--- src/rtl/ice_uart_pkg.sv ---
// Shared types and constants for the ice UART blocks.
// State encodings are fixed so the 8E1 build (ICE_UART_RX_PARITY_EN) keeps the same values as 8N1.
package ice_uart_pkg;

  localparam int UART_DATA_W          = 8;
  localparam int DEFAULT_CLKS_PER_BIT = 104;  // 12 MHz / 115200

  typedef enum logic [2:0] {
    IDLE    = 3'd0,
    START   = 3'd1,
    DATA    = 3'd2,
    STOP    = 3'd3,
    WAIT_HI = 3'd4,
    PARITY  = 3'd5
  } uart_state_e;

endpackage

--- src/rtl/ice_sync2.sv ---
// Two-flop synchroniser for a single asynchronous bit.
// The reset value is a parameter so idle-high and idle-low lines can share this block.
module ice_sync2 #(
  parameter logic RST_VAL = 1'b1
) (
  input  logic i_clk,
  input  logic i_rst,
  input  logic i_d,
  output logic o_q
);

  logic meta;

  always_ff @(posedge i_clk) begin
    if (i_rst) begin
      meta <= RST_VAL;
      o_q  <= RST_VAL;
    end else begin
      meta <= i_d;
      o_q  <= meta;
    end
  end

endmodule

--- src/rtl/ice_uart_rx.sv ---
// UART receiver, 8N1 LSB first, with a valid/ready byte output and error pulses.
// Define ICE_UART_RX_PARITY_EN for 8E1 framing and the o_parity_err output.
//
// state   | meaning
// IDLE    | line idle, waiting for a low level
// START   | half-bit wait, then confirm the start bit
// DATA    | sample 8 data bits at bit centres
// PARITY  | sample the even-parity bit (8E1 build only)
// STOP    | sample the stop bit and deliver or discard the byte
// WAIT_HI | framing error seen, wait for the line to go high
module ice_uart_rx
  import ice_uart_pkg::*;
#(
  parameter int CLKS_PER_BIT = DEFAULT_CLKS_PER_BIT,
  parameter int CNT_W        = 16
) (
  input  logic                   i_clk,
  input  logic                   i_rst,
  input  logic                   i_rx,
  input  logic                   i_ready,
  output logic [UART_DATA_W-1:0] o_data,
  output logic                   o_valid,
  output logic                   o_frame_err,
  output logic                   o_overrun,
`ifdef ICE_UART_RX_PARITY_EN
  output logic                   o_parity_err,
`endif
  output logic                   o_busy
);

  localparam logic [CNT_W-1:0] HALF_TC = CNT_W'(CLKS_PER_BIT / 2 - 1);
  localparam logic [CNT_W-1:0] BIT_TC  = CNT_W'(CLKS_PER_BIT - 1);

  logic                   rx_s;
  uart_state_e            state, state_nxt;
  logic [CNT_W-1:0]       cnt, cnt_nxt;
  logic [2:0]             bit_idx, bit_idx_nxt;
  logic [UART_DATA_W-1:0] shreg, shreg_nxt;
  logic                   cnt_tc;
  logic                   byte_done;
  logic                   frame_fail;
`ifdef ICE_UART_RX_PARITY_EN
  logic                   par_bit, par_bit_nxt;
  logic                   parity_fail;
`endif

  ice_sync2 #(.RST_VAL(1'b1)) u_sync_rx (
    .i_clk (i_clk),
    .i_rst (i_rst),
    .i_d   (i_rx),
    .o_q   (rx_s)
  );

  // Bit timer is a down-counter loaded on state entry; action happens at zero.
  assign cnt_tc = (cnt == '0);

  always_ff @(posedge i_clk) begin
    if (i_rst) begin
      state   <= IDLE;
      cnt     <= '0;
      bit_idx <= '0;
      shreg   <= '0;
`ifdef ICE_UART_RX_PARITY_EN
      par_bit <= 1'b0;
`endif
    end else begin
      state   <= state_nxt;
      cnt     <= cnt_nxt;
      bit_idx <= bit_idx_nxt;
      shreg   <= shreg_nxt;
`ifdef ICE_UART_RX_PARITY_EN
      par_bit <= par_bit_nxt;
`endif
    end
  end

  always_comb begin
    state_nxt   = state;
    cnt_nxt     = cnt;
    bit_idx_nxt = bit_idx;
    shreg_nxt   = shreg;
    byte_done   = 1'b0;
    frame_fail  = 1'b0;
`ifdef ICE_UART_RX_PARITY_EN
    par_bit_nxt = par_bit;
    parity_fail = 1'b0;
`endif
    case (state)
      IDLE: begin
        if (!rx_s) begin
          state_nxt = START;
          cnt_nxt   = HALF_TC;
        end
      end
      START: begin
        if (cnt_tc) begin
          if (!rx_s) begin
            state_nxt   = DATA;
            cnt_nxt     = BIT_TC;
            bit_idx_nxt = '0;
          end else begin
            state_nxt = IDLE;
          end
        end else begin
          cnt_nxt = cnt - CNT_W'(1);
        end
      end
      DATA: begin
        if (cnt_tc) begin
          shreg_nxt   = {rx_s, shreg[UART_DATA_W-1:1]};
          cnt_nxt     = BIT_TC;
          bit_idx_nxt = bit_idx + 3'd1;
          if (bit_idx == 3'd7) begin
`ifdef ICE_UART_RX_PARITY_EN
            state_nxt = PARITY;
`else
            state_nxt = STOP;
`endif
          end
        end else begin
          cnt_nxt = cnt - CNT_W'(1);
        end
      end
`ifdef ICE_UART_RX_PARITY_EN
      PARITY: begin
        if (cnt_tc) begin
          par_bit_nxt = rx_s;
          cnt_nxt     = BIT_TC;
          state_nxt   = STOP;
        end else begin
          cnt_nxt = cnt - CNT_W'(1);
        end
      end
`endif
      STOP: begin
        if (cnt_tc) begin
          if (!rx_s) begin
            // Framing error takes priority over a parity error.
            frame_fail = 1'b1;
            state_nxt  = WAIT_HI;
          end else begin
`ifdef ICE_UART_RX_PARITY_EN
            if (^{shreg, par_bit}) parity_fail = 1'b1;
            else                   byte_done   = 1'b1;
`else
            byte_done = 1'b1;
`endif
            state_nxt = IDLE;
          end
        end else begin
          cnt_nxt = cnt - CNT_W'(1);
        end
      end
      WAIT_HI: begin
        if (rx_s) state_nxt = IDLE;
      end
      default: state_nxt = IDLE;
    endcase
  end

  // A new byte always wins; an accept in the same cycle is not an overrun.
  always_ff @(posedge i_clk) begin
    if (i_rst) begin
      o_data       <= '0;
      o_valid      <= 1'b0;
      o_frame_err  <= 1'b0;
      o_overrun    <= 1'b0;
`ifdef ICE_UART_RX_PARITY_EN
      o_parity_err <= 1'b0;
`endif
    end else begin
      o_frame_err  <= frame_fail;
      o_overrun    <= byte_done && o_valid && !i_ready;
`ifdef ICE_UART_RX_PARITY_EN
      o_parity_err <= parity_fail;
`endif
      if (byte_done) begin
        o_data  <= shreg;
        o_valid <= 1'b1;
      end else if (o_valid && i_ready) begin
        o_valid <= 1'b0;
      end
    end
  end

  assign o_busy = (state != IDLE);

endmodule

--- config.mk ---
export PLATFORM = sky130hd
export DESIGN_NAME = ice_uart_rx
export DESIGN_NICKNAME = d
export VERILOG_FILES = /design/src/rtl/ice_uart_pkg.sv /design/src/rtl/ice_sync2.sv /design/src/rtl/ice_uart_rx.sv
export SDC_FILE = /design/constraint.sdc
export NUM_CORES = 1
export LEC_CHECK = 0
export CAP_MARGIN = 20
export CORE_MARGIN = 2
export CORE_UTILIZATION = 46
export DETAILED_ROUTE_END_ITERATION = 10
export GPL_TIMING_DRIVEN = 0
export PLACE_DENSITY = 0.74
export SLEW_MARGIN = 20
export SYNTH_ARGS = -nofsm -noshare
export SYNTH_HDL_FRONTEND = slang
export SYNTH_SLANG_ARGS = --single-unit
--- constraint.sdc ---
create_clock -name i_clk -period 2.4 [get_ports i_clk]
set_input_delay 0.36 -clock i_clk [delete_from_list [all_inputs] [get_ports i_clk]]
set_output_delay 0.36 -clock i_clk [all_outputs]
set_load 0.02 [all_outputs]
==> results of run 1 <==
sequential cells by signal (all words and copies together) (netlist names):
register,count
o_overrun,1
state,3
bit_idx,3
o_data,8
shreg,8
o_valid,1
o_frame_err,1
u_sync_rx.meta,1
cnt,16
u_sync_rx.o_q,1
critical path, delay by kind of cell (launching register included):
kind                   cells  cell delay [ns]
multiplexers               1             0.16
AND/OR/NAND/NOR            4             1.62
buffers and inverters      1             0.15
flip-flops                 1             0.32
worst max path at each step:
stage | end | slack [ns] | cells after the start
floorplan | o_data[0] | 0.07 | 9
global placement | o_data[7] | -0.09 | 9
detailed placement | o_data[2] | -0.11 | 9
CTS | state[0] | -0.03 | 6
global route | o_data[5] | -0.03 | 8
finish | o_data[1] | 0.04 | 6
final cells by class:
type	count	area, um^2
fillers	364	1630
clock buffers	5	68.8
clock inverters	3	20.0
plain buffers	11	65.1
inverters	5	21.3
repair buffers	24	220
flip-flops and latches	43	871
well taps	50	62.6
multi-input cells	160	1130
timing repair:
| action | CTS | global route |
|---|---|---|
| pin swaps | 2 | 5 |
| hold buffers | 0 | 0 |
| resized for setup | 29 | 10 |
| setup buffers | 5 | 2 |
| gates cloned | 2 | 1 |
| setup endpoints to repair | 34 | 36 |
synth_stat cells (all sizes together), types with 4 or more instances:
cell and count:
a21oi 8, buf 4, clkbuf 12, dfxtp 43, ha 4, inv 5
mux2i 17, nand2 12, nand2b 5, nor2 37, nor3 10, nor4 5
or2 4, or3 8, or4 5, xor2 6
power by group through the flow:
stage	logic [mW]	clock network (mW)	registers (mW)
after floorplan	0.246	0	0.784
after global placement	0.305	0	0.792
after detailed placement	0.308	0	0.793
after CTS	0.378	0.466	0.775
after global routing	0.442	0.498	0.780
final	0.404	0.454	0.776
per-layer routing:
metal  GRT usage [%]  up-vias
li1                -      846
met1            22.6      778
met2            31.6       27
met3            4.22        5
met4            5.13        0
met5               0        -
per-stage QoR:
stage                     util (%)  setup WS (ns)
final                         60.1         0.0364
after global routing          60.1        -0.0281
after CTS                     59.2        -0.0278
after detailed placement      53.6         -0.113
after global placement        53.6        -0.0877
after floorplan                  -         0.0678
kinds of logic after synthesis:
logic type                 count (synthesis)  share of synthesized area [%]
xor gates and xnor gates                   9                           3.97
adders and majority gates                  4                           2.52
muxes                                     17                           8.57
buffers and inverters                     21                           4.66
AOI/OAI and AO/OA                         31                           11.2
and+or+nand+nor                           99                           25.8
DFF                                       43                           43.4
==> run summary, run 1 <==
The detail route stage leaves a number of antenna-violating nets equal to 0. The number of max-capacitance violations reported came out at 0. The data arrival at the endpoint of the critical path is 2.54 ns.

In this run, synthesis produced a sequential element count of 43. Across every metal layer, demand over resource in global routing totals 18.2%. The post-synth net total is 232. The clock network fraction of design power is 27.8%. In this run the core area contains 23 standard-cell rows. The die covers 4860 um^2. The share of synthesized registers carrying an async set or reset is 0%.

The wire length of the first global-routing pass is 7.26 mm. The signal on the critical path passes through or4_4, or4_4, or3_4, buf_6, mux2i_2, nor2_1. Combinational logic burns 24.7% of the power. The total power draw is 1.63 mW. The via count of the first global-routing pass was 1602.

The share of synthesized area occupied by flip-flops and latches is 43.4%. The ratio of cells with drive above 1 in the final layout is 20.3%. The worst setup path is captured at a flip-flop. The capturing point of the worst reg2reg path is o_data[1]. The transition time of the tightest slew-check pin came out at 0.784 ns.

The worst hold path terminates at u_sync_rx.o_q. After legalization and detailed placement, the total HPWL measured 2.77 mm. The port buffer count came out at 14.

The maximum vdd ir drop is 0.000391 V. The post-route minimum period came out at 2.36 ns. The final cell count without fillers came out at 301. The final weighted congestion in routability-driven placement came out at 0.786. The cell count after synthesis is 224. The post-detailed-routing wire length came out at 4.32 mm. Data on the critical path is required at its endpoint by 2.57 ns. The register clock-pin slew on the reported worst setup and hold paths came out at 0.08 ns. In this run the static leakage power is 0.903 nW. The top cell type by area accounts for 43.4% of the synthesized area. The clock arrives with 0.00708 ns of skew.

Summed over all nets, wire length on met3 after detailed routing comes to 148 um. The switching share of total power is 31.0%. TritonCTS built the clock tree. Cell internal power was estimated by the tool at 1.13 mW. The power density over the cells came out at 666 nW/um^2. The timing startpoint of the critical path is cnt[10]. Setup violations remaining at the end of the flow were counted as 0. The number of iterations in the first detailed-routing pass is 4. The class of the most critical setup path is flip-flop to flip-flop. The max-slew violation count came out at 0. The horizontal extent of the die is 69.7 um. For this run, design rule violations remaining after detail routing come to 0. Each instance of the synthesized netlist takes up on average 8.86 um^2.

Summed over all failing endpoints, the final setup total negative slack is 0 ns. Using the TritonRoute via totals, the vias-per-cell ratio works out to 5.50. Measured against its own limit, the worst slew margin works out to 47.3%. The worst reg-to-reg path cell count came out at 6.

In this run the most critical hold path is launched from u_sync_rx.meta. In the post-synthesis netlist, the biggest area contributors are dfxtp_1, mux2i_1, nor2_1. The cell area reported after detailed placement is 2190 um^2. The chip height came out at 69.7 um. In the final routed layout, each cell accounts on average for 14.4 um. The clock latency on the worst-skew pair is 0.29 ns.

The final global-route overflow total is 0. The most used cell along the critical path is or4_4. The initial antenna violation count is 0. Sequential cells account for 47.5% of the total power. Timing would allow up to 0.423 GHz. The critical-path maximum fanout is 5.

The area added between synthesis and finish is 23.6%. After detailed routing, the wire length on met1 is 2.03 mm. The startpoint identified for the worst register-to-register timing path is cnt[10]. The number of hold-slack violations in the final timing report came out at 0. The post-route clock period utilization is 98.5%. The routed layout has 1656 vias. The pin count of the biggest net entering global routing is 15. After detailed routing, the met2 layer carries 2.09 mm of wire. The deepest clock path buffer count came out at 2. Across all register-to-register paths, the minimum setup slack is 0.04 ns. On the final layout, the worst hold slack is 0.414 ns. The final cell area excluding filler cells came out at 2450 um^2. After detailed routing, no signal wire sits above met4. The flow ran to the end, and the final reports show no timing, DRC or antenna violations.

The CTS sink count is 43. Of all cell types, the one taking the most synthesized area is dfxtp_1. In the layout the commonest cells are nor2_1, dfxtp_1, mux2i_1. The total of warnings raised by yosys is 0. The number of distinct library cell variants in the gate-level netlist after synthesis is 45. The number of nets in the finished design came out at 258. The number of cells traversed by the worst hold path came out at 1. The switching power came out at 506 uW. In this run the worst hold path is classified as flip-flop to flip-flop. Setup repair after global routing could not meet its margin everywhere.

The number of inserted diodes came out at 0. The first routing iteration left 83 violations. The number of placed instances, taps included, is 288. The top-level port count is 16.

For this run, the slowest stage of the critical path takes 0.62 ns. The slowest stage cell on the critical path is or4_4. The starting density of the core is 48.6%. Among all flip-flop cells after synthesis, the most frequent one is dfxtp_1. The number of clock buffers inserted by TritonCTS is 5. The total core area is 4090 um^2. STA classifies the critical path startpoint as a flip-flop.

The number of enable flip-flop cells after synthesis came out at 0. The H-tree depth came out at 2. The area of the mapped netlist came out at 1990 um^2.

The clock root buffer master is clkbuf_8.
No activity file was read; power rests on OpenSTA's default activity.
==> run 2, diff against run 1 <==
--- a/config.mk
+++ b/config.mk
@@ -5,13 +5,13 @@
 export SDC_FILE = /design/constraint.sdc
 export NUM_CORES = 1
 export LEC_CHECK = 0
-export CAP_MARGIN = 20
+export CAP_MARGIN = 0
 export CORE_MARGIN = 2
 export CORE_UTILIZATION = 46
 export DETAILED_ROUTE_END_ITERATION = 10
 export GPL_TIMING_DRIVEN = 0
 export PLACE_DENSITY = 0.74
-export SLEW_MARGIN = 20
+export SLEW_MARGIN = 0
 export SYNTH_ARGS = -nofsm -noshare
 export SYNTH_HDL_FRONTEND = slang
 export SYNTH_SLANG_ARGS = --single-unit
==> constraint.sdc (replaced) <==
create_clock -name i_clk -period 2.4 [get_ports i_clk]
set_input_delay 0.48 -clock i_clk [delete_from_list [all_inputs] [get_ports i_clk]]
set_output_delay 0.48 -clock i_clk [all_outputs]
set_load 0.02 [all_outputs]
==> run summary, run 2 (synthesized netlist as in run 1, its figures left out) <==
Ranked by flip-flop count, first place goes to cnt. The maximum single-stage delay on the critical path is 0.60 ns. Clock tree synthesis found a total of 43 sinks. Data on the critical path is required at its endpoint by 2.57 ns. The number of inserted diodes is 0. The worst setup path is captured at a flip-flop.

The endpoint identified for the worst register-to-register timing path is o_data[1]. The relative slew slack is 46.9%. The wire length of the first global-routing pass is 7.24 mm. The final weighted congestion in routability-driven placement came out at 0.786. The data arrival at the endpoint of the critical path came out at 2.55 ns. The number of setup violations in the final report came out at 0. Excluding fillers, the count of instances in the completed layout stands at 302. TritonCTS created 5 clock buffers.

The uppermost layer routed is met4. The worst setup path is launched from a flip-flop. The post-route clock period utilization is 98.9%. The worst hold path belongs to the class flip-flop to flip-flop.

The max-slew violation count came out at 0. The via count of the first global-routing pass came to 1640. The total core area came out at 4090 um^2.

In the routed design, unresolved DRC markers number 0. The worst reg-to-reg path cell count came out at 6. The number of hold buffers added after CTS was 0. The first detailed-routing pass took 4 iterations. The horizontal extent of the die is 69.7 um. In the final layout, the registers with the most flip-flops are cnt x16, o_data x8, shreg x8. Dividing the detail-routed via count by the number of cells gives 5.46. On the critical path, the stage with the largest delay is an instance of or4_4. Detailed placement finished with a half-perimeter wire length of 2.77 mm. The deepest clock path buffer count is 2.

Traced cell by cell, the critical path runs through or4_4, or4_4, or3_4, buf_6, mux2i_2, nor2_1. The final setup skew came out at 0.00697 ns. The worst register-to-register path begins at cnt[8]. The worst-case IR drop observed on VDD is 0.000389 V. The number of hold-slack violations in the final timing report came out at 0.

Setup repair after global routing could not meet its margin everywhere. The later pin in the worst-skew pair is clocked with a latency of 0.29 ns. The transition time of the tightest slew-check pin is 0.790 ns.

Fill cells in the final layout number 369. The detailed-route wire length on metal 1 is 1.94 mm. The number of placed cells counting well taps is 288. In this run the worst path has a maximum fanout of 5. The run finished with clean final reports. The routed length on met3 is 131 um. The count of nets left with antenna violations once routing finished came out at 0. In this design, the critical path's most frequently occurring cell is or4_4. The area occupied by registers came out at 871 um^2.

Port buffering added 14 buffers. The class of the most critical setup path is flip-flop to flip-flop. The H-tree depth is 2.

The area of the die is 4860 um^2. The initial antenna violation count is 0. The final core utilization came out at 59.5%.

In the final layout, the multi-input gates occupy 1100 um^2. 16 I/O pins were placed. The register clock-pin slew on the reported worst setup and hold paths came out at 0.08 ns. For hold timing, the worst endpoint is u_sync_rx.o_q. The total power draw is 1.62 mW.

The routed length on met2 is 2.12 mm. The clock root buffer master is clkbuf_8. The startpoint identified for the worst hold timing path is u_sync_rx.meta. The library cells used most frequently in the layout, excluding fill and tap cells, are nor2_1, dfxtp_1, mux2i_1. The static leakage power is 0.905 nW. The number of nets in the finished design is 259. The area added between synthesis and finish came out at 22.4%. Setup slack closes at 0.0259 ns. The power density over the cells is 667 nW/um^2. The highest clock frequency the design can meet is 0.421 GHz. The post-detailed-routing wire length came out at 4.21 mm.

The post-route minimum period is 2.37 ns. The number of cells traversed by the worst hold path came out at 1. The chip height is 69.7 um. The flip-flop count of the largest register, all copies and words added came out at 16. TritonCTS built the clock tree.

In the final routed layout, each cell accounts on average for 13.9 um. The starting density of the core came out at 48.6%. Detailed routing inserted a total of 1650 vias.

The number of DRC violations after detailed-routing iteration 0 came out at 70. The internal reg-to-reg setup slack is 0.03 ns. The worst slack at placement came out at -0.113 ns. The final global-route overflow total is 0. The number of placement rows is 23. The pin count of the biggest net entering global routing is 15. The global-route total usage across every layer came out at 18.1%. Max-cap violations in this run came to 0. The ratio of cells with drive above 1 in the final layout came out at 19.4%.
run 2: area by class of cell:
type	count	area share [%]
buffer	11	2.68
clock buffer	5	2.83
timing repair buffer	25	9.21
tap	50	2.57
sequential	43	35.8
clock inverter	3	0.823
multi-input combinational	160	45.2
inverter	5	0.875
run 2: layer usage:
layer	vias to the layer above	GRT usage (%)
met2	21	30.9
met5	-	0
li1	849	-
met1	777	22.2
met3	3	4.65
met4	0	6.20
run 2: how the worst max path moves through the flow:
| stage | startpoint | cells past startpoint | to |
|---|---|---|---|
| 2_1_floorplan | cnt[0] | 9 | o_data[0] |
| 3_3_place_gp | cnt[0] | 9 | o_data[7] |
| 3_5_place_dp | cnt[0] | 9 | o_data[2] |
| 4_1_cts | cnt[7] | 7 | o_data[2] |
| 5_1_grt | cnt[0] | 8 | o_data[5] |
| 6_report | cnt[8] | 6 | o_data[1] |
run 2: through the flow:
step | setup TNS [ns] | hold WS (ns) | area [um^2]
2_1_floorplan | 0 | 0.389 | 1990
3_3_place_gp | -1.71 | 0.394 | 2190
3_5_place_dp | -2.32 | 0.399 | 2190
4_1_cts | -0.469 | 0.413 | 2380
5_1_grt | -0.755 | 0.443 | 2430
6_report | 0 | 0.414 | 2430
run 2: worst max-delay path: cells and delay by family, from the launching register on:
family        cells  cell delay, ns
simple gates      4            1.62
flops             1            0.33
mux               1            0.16
buf+inv           1            0.15
run 2: power breakdown:
group | total, mW | leakage [nW] | internal, mW | switching [mW]
Combinational | 0.394 | 0.514 | 0.176 | 0.218
Clock | 0.453 | 0.0402 | 0.203 | 0.251
Sequential | 0.774 | 0.351 | 0.745 | 0.0296
run 2: what timing repair did:
| action | 4_1_cts | 5_1_grt |
|---|---|---|
| resized for setup | 24 | 9 |
| gates cloned | 1 | 1 |
| pin swaps | 0 | 3 |
| buffers inserted | 5 | 4 |
| endpoints found under the hold margin | 0 | 0 |
| endpoints found under the setup margin | 34 | 37 |
